### config.mk
export PLATFORM = sky130hd
export DESIGN_NAME = alu_issue_ctrl
export DESIGN_NICKNAME = d
export VERILOG_FILES = /design/src/rtl/alu_issue_ctrl_pkg.sv /design/src/rtl/alu_issue_ctrl_imm_ext.sv /design/src/rtl/alu_issue_ctrl.sv
export SDC_FILE = /design/constraint.sdc
export NUM_CORES = 1
export LEC_CHECK = 0
export ABC_AREA = 1
export BUFFER_PORTS_ARGS = -buffer_cell sky130_fd_sc_hd__buf_2
export CAP_MARGIN = 5
export CORE_MARGIN = 2
export CORE_UTILIZATION = 52
export DETAILED_ROUTE_END_ITERATION = 8
export PLACE_DENSITY = 0.95
export SLEW_MARGIN = 20
export SYNTH_ARGS = -nofsm -noshare
export SYNTH_HDL_FRONTEND = slang
export SYNTH_SLANG_ARGS = --single-unit
### constraint.sdc
create_clock -name clk -period 4 [get_ports clk]
set_input_delay 0.8 -clock clk [delete_from_list [all_inputs] [get_ports clk]]
set_output_delay 0.8 -clock clk [all_outputs]
set_load 0.05 [all_outputs]
### src/rtl/alu_issue_ctrl_pkg.sv
// Shared encodings for the ALU issue controller: ALU op selects, opcode
// constants, FSM states and the immediate-extension rule.
package alu_issue_ctrl_pkg;

  typedef enum logic [3:0] {
    ALU_NOT     = 4'd0,
    ALU_ADD     = 4'd1,
    ALU_SUB     = 4'd2,
    ALU_SLT     = 4'd3,
    ALU_AND     = 4'd4,
    ALU_OR      = 4'd5,
    ALU_XOR     = 4'd6,
    ALU_NOR     = 4'd7,
    ALU_SLL     = 4'd8,
    ALU_SRL     = 4'd9,
    ALU_SRA     = 4'd10,
    ALU_ROL     = 4'd11,
    ALU_ROR     = 4'd12,
    ALU_MIN     = 4'd13,
    ALU_MAX     = 4'd14,
    ALU_HAMMING = 4'd15
  } alu_op_e;

  localparam logic [5:0] OPC_RTYPE     = 6'b000000;
  localparam logic [1:0] OPC_ITYPE_PFX = 2'b01;

  typedef enum logic [1:0] {
    ST_IDLE   = 2'd0,
    ST_DECODE = 2'd1,
    ST_EXEC   = 2'd2,
    ST_WB     = 2'd3
  } state_e;

  // Logical ops take an unsigned immediate; everything else is signed.
  function automatic logic imm_zero_ext(input logic [3:0] sel);
    return (sel >= ALU_AND) && (sel <= ALU_NOR);
  endfunction

endpackage

### src/rtl/alu_issue_ctrl_imm_ext.sv
// Extends the 16-bit instruction immediate to N bits, zero- or sign-
// extended depending on the selected ALU operation.
module alu_imm_ext
  import alu_issue_ctrl_pkg::*;
#(
  parameter int N = 32
) (
  input  logic [15:0]  imm16,
  input  logic [3:0]   alu_sel,
  output logic [N-1:0] imm
);

  always_comb begin
    if (imm_zero_ext(alu_sel)) begin
      imm = {{(N-16){1'b0}}, imm16};
    end else begin
      imm = {{(N-16){imm16[15]}}, imm16};
    end
  end

endmodule

### src/rtl/alu_issue_ctrl.sv
// Single-issue ALU controller: accepts an instruction word, decodes it,
// drives the ALU for one cycle, captures the result and hands it to writeback.
module alu_issue_ctrl
  import alu_issue_ctrl_pkg::*;
#(
  parameter int N     = 32,
  parameter int CNT_W = 16
) (
  input  logic             clk,
  input  logic             rst_n,
  input  logic             instr_valid,
  input  logic [31:0]      instr,
  output logic             instr_ready,
  output logic [4:0]       rs_addr,
  output logic [4:0]       rt_addr,
  output logic [3:0]       alu_sel,
  output logic             b_imm_sel,
  output logic [N-1:0]     imm,
  input  logic [N-1:0]     alu_out,
  output logic             result_valid,
  input  logic             result_ready,
  output logic [N-1:0]     wb_data,
  output logic [4:0]       rd_addr,
  output logic             rf_we,
  output logic             illegal,
  output logic [CNT_W-1:0] retired
);

  state_e      state, state_nxt;
  logic [31:0] instr_q;
  logic [5:0]  opcode;
  logic        is_rtype;
  logic        is_itype;
  logic        legal;
  logic [4:0]  dest;

  // Decode works off the latched word, so the ALU controls stay stable
  // from DECODE through EXEC regardless of what instr does meanwhile.
  assign opcode   = instr_q[31:26];
  assign is_rtype = (opcode == OPC_RTYPE);
  assign is_itype = (opcode[5:4] == OPC_ITYPE_PFX);
  assign legal    = is_rtype | is_itype;
  assign rs_addr  = instr_q[25:21];
  assign rt_addr  = instr_q[20:16];

  always_comb begin
    alu_sel   = '0;
    b_imm_sel = 1'b0;
    dest      = '0;
    if (is_rtype) begin
      alu_sel = instr_q[3:0];
      dest    = instr_q[15:11];
    end else if (is_itype) begin
      alu_sel   = opcode[3:0];
      b_imm_sel = 1'b1;
      dest      = instr_q[20:16];
    end
  end

  alu_imm_ext #(.N(N)) u_imm_ext (
    .imm16   (instr_q[15:0]),
    .alu_sel (alu_sel),
    .imm     (imm)
  );

  always_ff @(posedge clk or negedge rst_n) begin
    if (!rst_n) begin
      state <= ST_IDLE;
    end else begin
      state <= state_nxt;
    end
  end

  always_comb begin
    state_nxt    = state;
    instr_ready  = 1'b0;
    result_valid = 1'b0;
    illegal      = 1'b0;
    case (state)
      ST_IDLE: begin
        // Held low while reset is asserted even though the state is IDLE.
        instr_ready = rst_n;
        if (instr_valid && instr_ready) state_nxt = ST_DECODE;
      end
      ST_DECODE: begin
        if (legal) begin
          state_nxt = ST_EXEC;
        end else begin
          illegal   = 1'b1;
          state_nxt = ST_IDLE;
        end
      end
      ST_EXEC: state_nxt = ST_WB;
      ST_WB: begin
        result_valid = 1'b1;
        if (result_ready) state_nxt = ST_IDLE;
      end
      default: state_nxt = ST_IDLE;
    endcase
  end

  assign rf_we = result_valid & result_ready & (rd_addr != 5'd0);

  always_ff @(posedge clk or negedge rst_n) begin
    if (!rst_n) begin
      instr_q <= '0;
      wb_data <= '0;
      rd_addr <= '0;
      retired <= '0;
    end else begin
      if (state == ST_IDLE && instr_valid) instr_q <= instr;
      if (state == ST_EXEC) begin
        wb_data <= alu_out;
        rd_addr <= dest;
      end
      if (state == ST_WB && result_ready) retired <= retired + CNT_W'(1);
    end
  end

endmodule

# Word level (Yosys, flattened, before mapping)
# Cells that the tools add are included.
[word_totals]
register_bits = 87
elab_cells = 40
[classes]
add_sub_neg = 1
order_cmp = 2
n_eq_ne = 6
n_mux = 15
bitwise = 3
n_reduce_logical = 8
[ops]
columns = ["operator", "n"]
rows = [
  ["$mux 32", 1],
  ["$add 16x1->16 const B", 1],
  ["$mux 5", 2],
  ["$mux 4", 2],
  ["$pmux 2 s4", 1],
  ["$logic_not 6->1", 1],
  ["$mux 1", 6],
  ["$mux 2", 3],
  ["$reduce_bool 5->1", 1],
  ["$eq 2x1->1 const B", 2],
  ["$eq 2x2->1 const B", 2],
  ["$ge 4x3->1 const B", 1],
  ["$le 4x3->1 const B", 1],
  ["$logic_and 1x1->1", 4],
  ["$ne 2x2->1 const B", 2],
  ["$and 1x1->1", 2],
  ["$logic_not 2->1", 1],
  ["$reduce_and 2->1", 1],
  ["$or 1x1->1", 1],
]

# Longest topological paths before layout
# Gate-level depths: netlist (run 1).
[logic_depth]
word_depth = 6
mapped_depth = 9

# By module
# From an unflattened synthesis (run 1), not the netlist that was laid out.
[hier_totals]
hier_cells = 423
hier_area_um2 = 4033.9
[by_module_without_submodules]
columns = ["module", "n_inst", "cells_per_inst", "area_each_um2", "seq_area_each_um2"]
rows = [
  ["alu_issue_ctrl", 1, 389, 3784.9, 2177.1],
  ["alu_imm_ext", 1, 34, 249.0, 0.0],
]

# Least setup slack after synthesis (run 1)
# No wires, ideal clock.
[synth_path]
path_type = "register -> output"
start = "register instr_q[31]"
end = "output imm[17]"
arrival_ns = 3.973
t_required_ns = 3.200
setup_slack_ns = -0.773
path_stages_with_launch = 7
cell_sequence = "dfrtp_1 -> nor2_1 -> inv_1 -> nor2_1 -> nor2_1 -> a21boi_0 -> buf_4"
[synth_via]
elab_chain_len = 6
word_cells_on_any_way = 8
[synth_rtl]
columns = ["element", "line", "text"]
rows = [
  ["start, declared", "alu_issue_ctrl.sv:30", "logic [31:0] instr_q;"],
  ["start signal, assigned", "alu_issue_ctrl.sv:111", "if (state == ST_IDLE && instr_valid) instr_q <= instr;"],
  ["$eq 2x1->1", "alu_issue_ctrl.sv:41", "assign is_itype = (opcode[5:4] == OPC_ITYPE_PFX);"],
  ["$mux 4", "alu_issue_ctrl.sv:53", "end else if (is_itype) begin"],
  ["$mux 4 (*)", "alu_issue_ctrl.sv:50", "if (is_rtype) begin"],
  ["$ge 4x3->1 / $le 4x3->1 (equally long branches)", "alu_issue_ctrl_pkg.sv:36", "return (sel >= ALU_AND) && (sel <= ALU_NOR);"],
  ["$logic_and 1x1->1 (*)", "alu_issue_ctrl_pkg.sv:36", ""],
  ["$mux 32 (*)", "alu_issue_ctrl_imm_ext.sv:14", "if (imm_zero_ext(alu_sel)) begin"],
  ["end, declared", "alu_issue_ctrl.sv:18", "output logic [N-1:0] imm,"],
]
# Mark *: on every way between the ends. The rest lies on a longest branch, timed or not.

# Final worst setup path (run 1)
[layout_path]
start = "register instr_q[31]"
end = "output imm[20]"
# The elaborated chain is that of the path after synthesis.

==> tab_implementation.tex, run 1 <==
\begin{tabular}{lr}
\hline
Metric & Value \\
\hline
\multicolumn{2}{l}{\textbf{Outcome}} \\
Status & finished clean \\
\multicolumn{2}{l}{\textbf{Clocking}} \\
CTS tree & yes \\
CTS buffer count & 9 \\
Number of buffers inserted by hold repair at cts & 0 \\
Number of setup buffers added after CTS & 0 \\
Num Clock Sinks & 87 \\
Clock root buffer & sky130\_fd\_sc\_hd\_\_clkbuf\_8 \\
Register clock-pin slew on the reported worst setup and hold paths & 0.09 ns \\
Number of buffers between clock root and the deepest sink & 2 \\
Maximum level of the CTS H-tree & 3 \\
Number of gates resized after CTS & 0 \\
Skew-Pair Late Insertion Delay & 0.35 ns \\
\multicolumn{2}{l}{\textbf{Worst setup path}} \\
Number of buffer and inverter instances along the worst setup path & 2 \\
CP cell instances & nor2\_2 > inv\_1 > nor2\_1 > nor2\_1 > a21boi\_1 > buf\_2 \\
Critical Setup Path Class & register to output port \\
Crit path max-delay family & compound AO/OA/AOI/OAI gates \\
Category of the worst setup path capture point & output port \\
Most frequent cell on the critical path & sky130\_fd\_sc\_hd\_\_nor2\_1 \\
Critical path launch point type & register \\
Flop2flop setup slack & 1.63 ns \\
Arrival time worst endpoint & 2.37 ns \\
Cell depth of the worst flop-to-flop path & 5 \\
Longest individual stage delay on the worst path & 0.66 ns \\
Required arrival time at the worst endpoint & 3.20 ns \\
R2R Path End & wb\_data[9] \\
Max FO, Critical Path & 16 \\
Standard cell with the maximum stage delay on the critical path & sky130\_fd\_sc\_hd\_\_a21boi\_1 \\
\multicolumn{2}{l}{\textbf{Die}} \\
Chip Width & 92.05 um \\
Site row count & 32 \\
Area of the core & 7607 sq um \\
Die Ht & 92.05 um \\
Initial Utilization & 0.5299 \\
I/O pin count & 172 \\
DIE AREA & 8473 sq um \\
\multicolumn{2}{l}{\textbf{Timing}} \\
Fmax & 0.3154 GHz \\
Minimum setup slack in the final design & 0.8294 ns \\
Fin Clk Skew & 0.01417 ns \\
Number of slew-limit violations in the final report & 0 \\
Max\_slew headroom & 0.4093 \\
Final critical path time including I/O delays and setup & 3.171 ns \\
Count of endpoints failing hold in the final timing report & 0 \\
Share of the clock period used by the worst path after layout & 0.7927 \\
Worst-Margin Slew & 0.8851 ns \\
RSZ-0062 raised after global routing & no \\
Number of setup violations in the final report & 0 \\
Sum of negative setup slack & 0 ns \\
\multicolumn{2}{l}{\textbf{Synthesis}} \\
Library cell occupying the most area in the post-synthesis netlist & sky130\_fd\_sc\_hd\_\_dfrtp\_1 \\
Avg Synthesized Cell Area & 9.225 sq um \\
Top cell type's share of synthesized area & 0.5400 \\
Number of synthesized register bits & 87 \\
Synthesis Warnings & 0 \\
Seq/Total Area, Yosys & 0.5400 \\
Synth cell types & 27 \\
Instance count of the mapped netlist & 437 \\
Mapped Area & 4031 sq um \\
Syn Nets & 506 \\
Cells taking the most area after synthesis & sky130\_fd\_sc\_hd\_\_dfrtp\_1 54\%, sky130\_fd\_sc\_hd\_\_nand2\_1 13\%, sky130\_fd\_sc\_hd\_\_buf\_4 7.8\% \\
\multicolumn{2}{l}{\textbf{Detailed routing}} \\
Vias per Instance & 4.866 \\
Number of antenna-violating nets in the routed design & 0 \\
Drt drc & 0 \\
Final wirelength & 8913 um \\
Final routed wire length divided by cell count & 13.22 um \\
Number of detailed-routing iterations run before antenna repair & 5 \\
DR iter-0 viols & 141 \\
Routed vias & 3,280 \\
\multicolumn{2}{l}{\textbf{GRT}} \\
Met3 usage in global routing & 0.05752 \\
Met1 capacity usage during global routing & 0.2857 \\
Overall global routing resource usage & 0.2217 \\
Global-route wire length before repair & 14,920 um \\
Initial antenna violation count & 0 \\
Number of global-route vias before repair & 3,235 \\
Top Usage Layer GRT & met2 \\
Maximum number of pins on one net before global-route repair & 89 \\
Grt met2 use & 0.3609 \\
Grt ovf & 0 \\
\multicolumn{2}{l}{\textbf{Layout}} \\
Area growth, synth to finish & 19.80\% \\
Total number of nets in the final design & 636 \\
Proportion of layout cells with a drive suffix above 1 & 0.3846 \\
Number of inserted diodes & 0 \\
\multicolumn{2}{l}{\textbf{Flow run}} \\
Number of violations of the max-capacitance limit & 0 \\
\multicolumn{2}{l}{\textbf{Place}} \\
Number of port buffers & 171 \\
DP Worst Slack & 1.193 ns \\
Gp weighted congestion & 0.8818 \\
Estimated wirelength of the detail-placed design & 6601 um \\
\multicolumn{2}{l}{\textbf{Hold path}} \\
Min-delay worst type & register to register \\
End point of the worst hold path & wb\_data[18] \\
Hold Path Stages & 2 \\
Worst hold start & wb\_data[18] \\
\hline
\end{tabular}
## cells by family (layout without fill, tap and decap cells)
logic type                 after synthesis  count (layout)  share of synthesized area
DFF                                     87              87                     0.5400
and+or+nand+nor                        209             209                     0.2132
adders and majority gates                1               1                   0.003103
AOI/OAI and AO/OA                       25              25                    0.03352
muxes                                   24              24                    0.06704
xor gates and xnor gates                 9               9                    0.01955
buffers and inverters                   82             217                     0.1235
## per-stage QoR
| step | instance area (sq um) | cells | hold WS (ns) | util |
|---|---|---|---|---|
| 2_1_floorplan | 4034 | 437 | 0.4806 | - |
| 3_3_place_gp | 4638 | 658 | 0.4487 | 0.6097 |
| 3_5_place_dp | 4638 | 658 | 0.4542 | 0.6097 |
| 4_1_cts | 4826 | 674 | 0.4770 | 0.6344 |
| 5_1_grt | 4830 | 674 | 0.4888 | 0.6349 |
| 6_report | 4830 | 674 | 0.4743 | 0.6349 |
## per-layer routing
layer / vias to the layer above / wire length, um
li1: 1582 / -
met1: 1549 / 3779
met2: 135 / 4320
met3: 14 / 663
met4: 0 / 150
met5: - / 0
## cells in the final DEF, fill, tap and decap left out, types with 4 or more instances in the layout
cell / instances
sky130_fd_sc_hd__buf_2: 170
sky130_fd_sc_hd__nand2_1: 139
sky130_fd_sc_hd__dfrtp_1: 87
sky130_fd_sc_hd__nor2_1: 41
sky130_fd_sc_hd__inv_1: 27
sky130_fd_sc_hd__mux2_2: 22
sky130_fd_sc_hd__a21oi_1: 14
sky130_fd_sc_hd__nand3_1: 10
sky130_fd_sc_hd__clkbuf_8: 10
sky130_fd_sc_hd__o21ai_0: 6
sky130_fd_sc_hd__nor3_1: 6
sky130_fd_sc_hd__xor2_1: 6
sky130_fd_sc_hd__nand4_1: 4
## Yosys cell counts
cell,number
sky130_fd_sc_hd__buf_4,42
sky130_fd_sc_hd__nor2_2,1
sky130_fd_sc_hd__nand3_4,1
sky130_fd_sc_hd__inv_1,27
sky130_fd_sc_hd__inv_2,2
sky130_fd_sc_hd__mux2_2,22
sky130_fd_sc_hd__nand2_1,139
sky130_fd_sc_hd__nor2_4,2
sky130_fd_sc_hd__a21oi_1,14
sky130_fd_sc_hd__buf_2,8
sky130_fd_sc_hd__mux2_1,2
sky130_fd_sc_hd__nor3_1,6
sky130_fd_sc_hd__a22o_1,2
sky130_fd_sc_hd__o21ai_0,7
sky130_fd_sc_hd__ha_1,1
sky130_fd_sc_hd__nand3_1,10
sky130_fd_sc_hd__xor2_1,6
sky130_fd_sc_hd__nand2_2,2
sky130_fd_sc_hd__nor3_2,1
sky130_fd_sc_hd__buf_6,3
sky130_fd_sc_hd__a21boi_0,1
sky130_fd_sc_hd__dfrtp_1,87
sky130_fd_sc_hd__nor2_1,42
sky130_fd_sc_hd__nand4_1,4
sky130_fd_sc_hd__and2_1,1
sky130_fd_sc_hd__xnor2_1,3
sky130_fd_sc_hd__o21ai_1,1
## worst reg2reg max path, stage by stage, from the launching register on
cell,delay (ns)
sky130_fd_sc_hd__dfrtp_1,0.50
sky130_fd_sc_hd__inv_2,0.11
sky130_fd_sc_hd__nor2_4,0.68
sky130_fd_sc_hd__inv_1,0.68
sky130_fd_sc_hd__nand2_1,0.20
sky130_fd_sc_hd__nand2_1,0.08
## worst max-delay path by stage
stage,start,end,cells after the start
after global routing,instr_q[31],imm[20],6
after detailed placement,instr_q[31],imm[20],6
after global placement,instr_q[31],imm[23],6
after CTS,instr_q[31],imm[20],6
after floorplan,instr_q[31],imm[17],6
final,instr_q[31],imm[20],6
## sequential cells by signal, indices dropped and copies added, names as in the netlist, named ones only
| name | cells |
|---|---|
| instr_q | 32 |
| wb_data | 32 |
| retired | 16 |
| rd_addr | 5 |
| state | 1 |
## final cells by class
class / instances / area, sq um
timing repair buffer: 172 / 869.6
fill: 625 / 2778
tap: 102 / 127.6
inverter: 29 / 108.9
clock buffer: 10 / 137.6
sequential: 87 / 2177
multi-input combinational: 268 / 1359
clock inverter: 6 / 50.05
Power of run 1 is not shown: default switching activity piles up to over one toggle a cycle in this logic, so the estimate is an artifact.
==> run 2: changes to the inputs <==
CORE_UTILIZATION = 48   (was 52)
PLACE_DENSITY = 0.89   (was 0.95)
clock period = 3.3 ns   (was 4 ns; I/O delays follow)
==> run 2 against run 1 <==
Against the previous run:
- cell count grew 0.74%
- design area up 1.2%
- non-clock buffer count is 2 higher
- die area increased by 8.0%
- first-iteration DRC count shrank 23%
- register-to-register slack worse by 0.28 ns
- worst hold slack got worse by 0.12 ns
- global-route usage down 2.6 points
- sequential share of layout area decreased by 0.54 points
- largest cell class unchanged
==> tab_implementation.tex, run 2 (synthesis gave the netlist of run 1 again) <==
\begin{tabular}{lr}
\hline
Metric & Value \\
\hline
\multicolumn{2}{l}{\textbf{Outcome}} \\
Status & finished clean \\
\multicolumn{2}{l}{\textbf{Worst setup path}} \\
Flop2flop setup slack & 1.35 ns (-0.28 ns) \\
Required arrival time at the worst endpoint & 2.64 ns (-0.56 ns) \\
Cell depth of the worst flop-to-flop path & 6 (+1) \\
Max FO, Critical Path & 16 (unchanged) \\
Critical Setup Path Class & register to output port \\
R2R Path End & wb\_data[12] \\
Category of the worst setup path capture point & output port \\
Arrival time worst endpoint & 2.10 ns (-0.27 ns) \\
Critical path launch point type & register \\
\multicolumn{2}{l}{\textbf{Hold path}} \\
Min-delay worst type & input port to asynchronous set/reset pin \\
\multicolumn{2}{l}{\textbf{Die}} \\
Chip Width & 95.65 um (+3.9\%) \\
I/O pin count & 172 (unchanged) \\
Die Ht & 95.65 um (+3.9\%) \\
Area of the core & 8175 sq um (+7.5\%) \\
DIE AREA & 9148 sq um (+8.0\%) \\
Initial Utilization & 0.4931 (-0.03682) \\
Site row count & 33 (+3.1\%) \\
\multicolumn{2}{l}{\textbf{Detailed routing}} \\
Metal2 WL & 4489 um (+3.9\%) \\
Vias per Instance & 4.831 (-0.74\%) \\
Final routed wire length divided by cell count & 13.14 um (-0.66\%) \\
DRT met1 WL & 3690 um (-2.4\%) \\
Drt drc & 0 (unchanged) \\
Final wirelength & 8920 um (about the same) \\
DR iter-0 viols & 109 (-23\%) \\
Routed vias & 3,280 (unchanged) \\
Number of detailed-routing iterations run before antenna repair & 5 (unchanged) \\
Number of antenna-violating nets in the routed design & 0 (unchanged) \\
Routed length on met3 & 641 um (-3.3\%) \\
Top Metal Used & met4 \\
\multicolumn{2}{l}{\textbf{Timing}} \\
Count of endpoints failing hold in the final timing report & 0 (unchanged) \\
Fmax & 0.3619 GHz \\
Number of slew-limit violations in the final report & 0 (unchanged) \\
RSZ-0062 raised after global routing & no \\
Max\_slew headroom & 0.4075 (-0.001758) \\
Worst-Margin Slew & 0.8878 ns (+0.002634 ns) \\
Share of the clock period used by the worst path after layout & 0.8374 \\
Number of setup violations in the final report & 0 (unchanged) \\
Fin Clk Skew & 0.01154 ns (-0.002634 ns) \\
Sum of negative setup slack & 0 ns (unchanged) \\
Final critical path time including I/O delays and setup & 2.763 ns \\
\multicolumn{2}{l}{\textbf{Clocking}} \\
Maximum level of the CTS H-tree & 3 (unchanged) \\
CTS tree & yes \\
Skew-Pair Late Insertion Delay & 0.35 ns (about the same) \\
CTS buffer count & 9 (unchanged) \\
Register clock-pin slew on the reported worst setup and hold paths & 0.09 ns (about the same) \\
Number of buffers between clock root and the deepest sink & 2 (unchanged) \\
Number of gates resized after CTS & 0 (unchanged) \\
Clock root buffer & sky130\_fd\_sc\_hd\_\_clkbuf\_8 \\
Number of buffers inserted by hold repair at cts & 0 (unchanged) \\
Num Clock Sinks & 87 (unchanged) \\
Number of setup buffers added after CTS & 0 (unchanged) \\
\multicolumn{2}{l}{\textbf{Layout}} \\
Total number of nets in the final design & 638 (+0.31\%) \\
Number of inserted diodes & 0 (unchanged) \\
Proportion of layout cells with a drive suffix above 1 & 0.3885 (+0.003886) \\
Layout fillers & 730 (+17\%) \\
Most common library cell in the layout ignoring fill and taps & sky130\_fd\_sc\_hd\_\_buf\_2 \\
Leading registers by flop count & instr\_q: 32 flops, wb\_data: 32 flops, retired: 16 flops \\
Leading cell types in the layout, fill and taps excluded & 170 x sky130\_fd\_sc\_hd\_\_buf\_2, 139 x sky130\_fd\_sc\_hd\_\_nand2\_1, 87 x sky130\_fd\_sc\_hd\_\_dfrtp\_1 \\
Area growth, synth to finish & 21.26\% \\
\multicolumn{2}{l}{\textbf{Place}} \\
Gp weighted congestion & 0.8698 (-1.4\%) \\
Estimated wirelength of the detail-placed design & 6832 um (+3.5\%) \\
Number of port buffers & 171 (unchanged) \\
\multicolumn{2}{l}{\textbf{GRT}} \\
Global-route wire length before repair & 13,900 um (-6.9\%) \\
Overall global routing resource usage & 0.1960 (-0.02570) \\
Grt ovf & 0 (unchanged) \\
Initial antenna violation count & 0 (unchanged) \\
Maximum number of pins on one net before global-route repair & 52 (-42\%) \\
Number of global-route vias before repair & 3,157 (-2.4\%) \\
\multicolumn{2}{l}{\textbf{Flow run}} \\
Number of violations of the max-capacitance limit & 0 (unchanged) \\
\hline
\end{tabular}
-- run 2: cell types whose count changed in the layout (fill, tap and decap cells not counted) --
cell	change
sky130_fd_sc_hd__bufinv_16	+2
sky130_fd_sc_hd__clkinvlp_4	-1
sky130_fd_sc_hd__clkinv_4	-1
sky130_fd_sc_hd__buf_6	-1
sky130_fd_sc_hd__a21boi_2	+1
sky130_fd_sc_hd__inv_6	-1
sky130_fd_sc_hd__buf_4	+3
sky130_fd_sc_hd__a21boi_1	-1
sky130_fd_sc_hd__clkinv_2	+1
-- run 2: final cells by class --
type	count	area (sq um)	share of cell area
multi-input combinational	268	1363	0.2787
sequential	87	2177	0.4454
clock inverter	6	90.09	0.01843
clock buffer	10	137.6	0.02815
inverter	29	108.9	0.02227
tap	105	131.4	0.02687
timing repair buffer	174	880.8	0.1802
-- run 2: worst max path at each step --
stage                      from      end  slack (ns)  depth (start not counted)
global placement    instr_q[31]  imm[28]        1.06                          6
detailed placement  instr_q[31]  imm[21]        0.91                          6
global route        instr_q[31]  imm[22]        0.30                          6
finish              instr_q[31]  imm[21]        0.54                          6
floorplan           instr_q[31]  imm[17]        0.23                          5
CTS                 instr_q[31]  imm[21]        0.51                          6
-- run 2: through the flow --
stage	setup WS, ns	cells	hold WS, ns	cell area [sq um]	util
after global placement	1.056	663	0.4496	4661	0.5701
after floorplan	0.2342	437	0.3644	4038	-
after global routing	0.3029	679	0.3752	4888	0.5979
after detailed placement	0.9128	663	0.4544	4661	0.5701
final	0.5366	679	0.3535	4888	0.5979
after CTS	0.5121	679	0.3617	4888	0.5979
-- run 2: worst max-delay path: stages (launching register included) --
cell and delay [ns]:
sky130_fd_sc_hd__dfrtp_1 0.41, sky130_fd_sc_hd__nor2_2 0.25, sky130_fd_sc_hd__inv_1 0.15, sky130_fd_sc_hd__nor2_1 0.11, sky130_fd_sc_hd__nor2_1 0.07, sky130_fd_sc_hd__a21boi_2 0.41
sky130_fd_sc_hd__buf_2 0.36
-- run 2: layer usage --
metal	global-route usage	vias to the layer above
met4	0.07024	0
met5	0	-
met2	0.3386	118
met1	0.2345	1564
met3	0.05296	9
li1	-	1589
Power of run 2 is left out for the same reason.
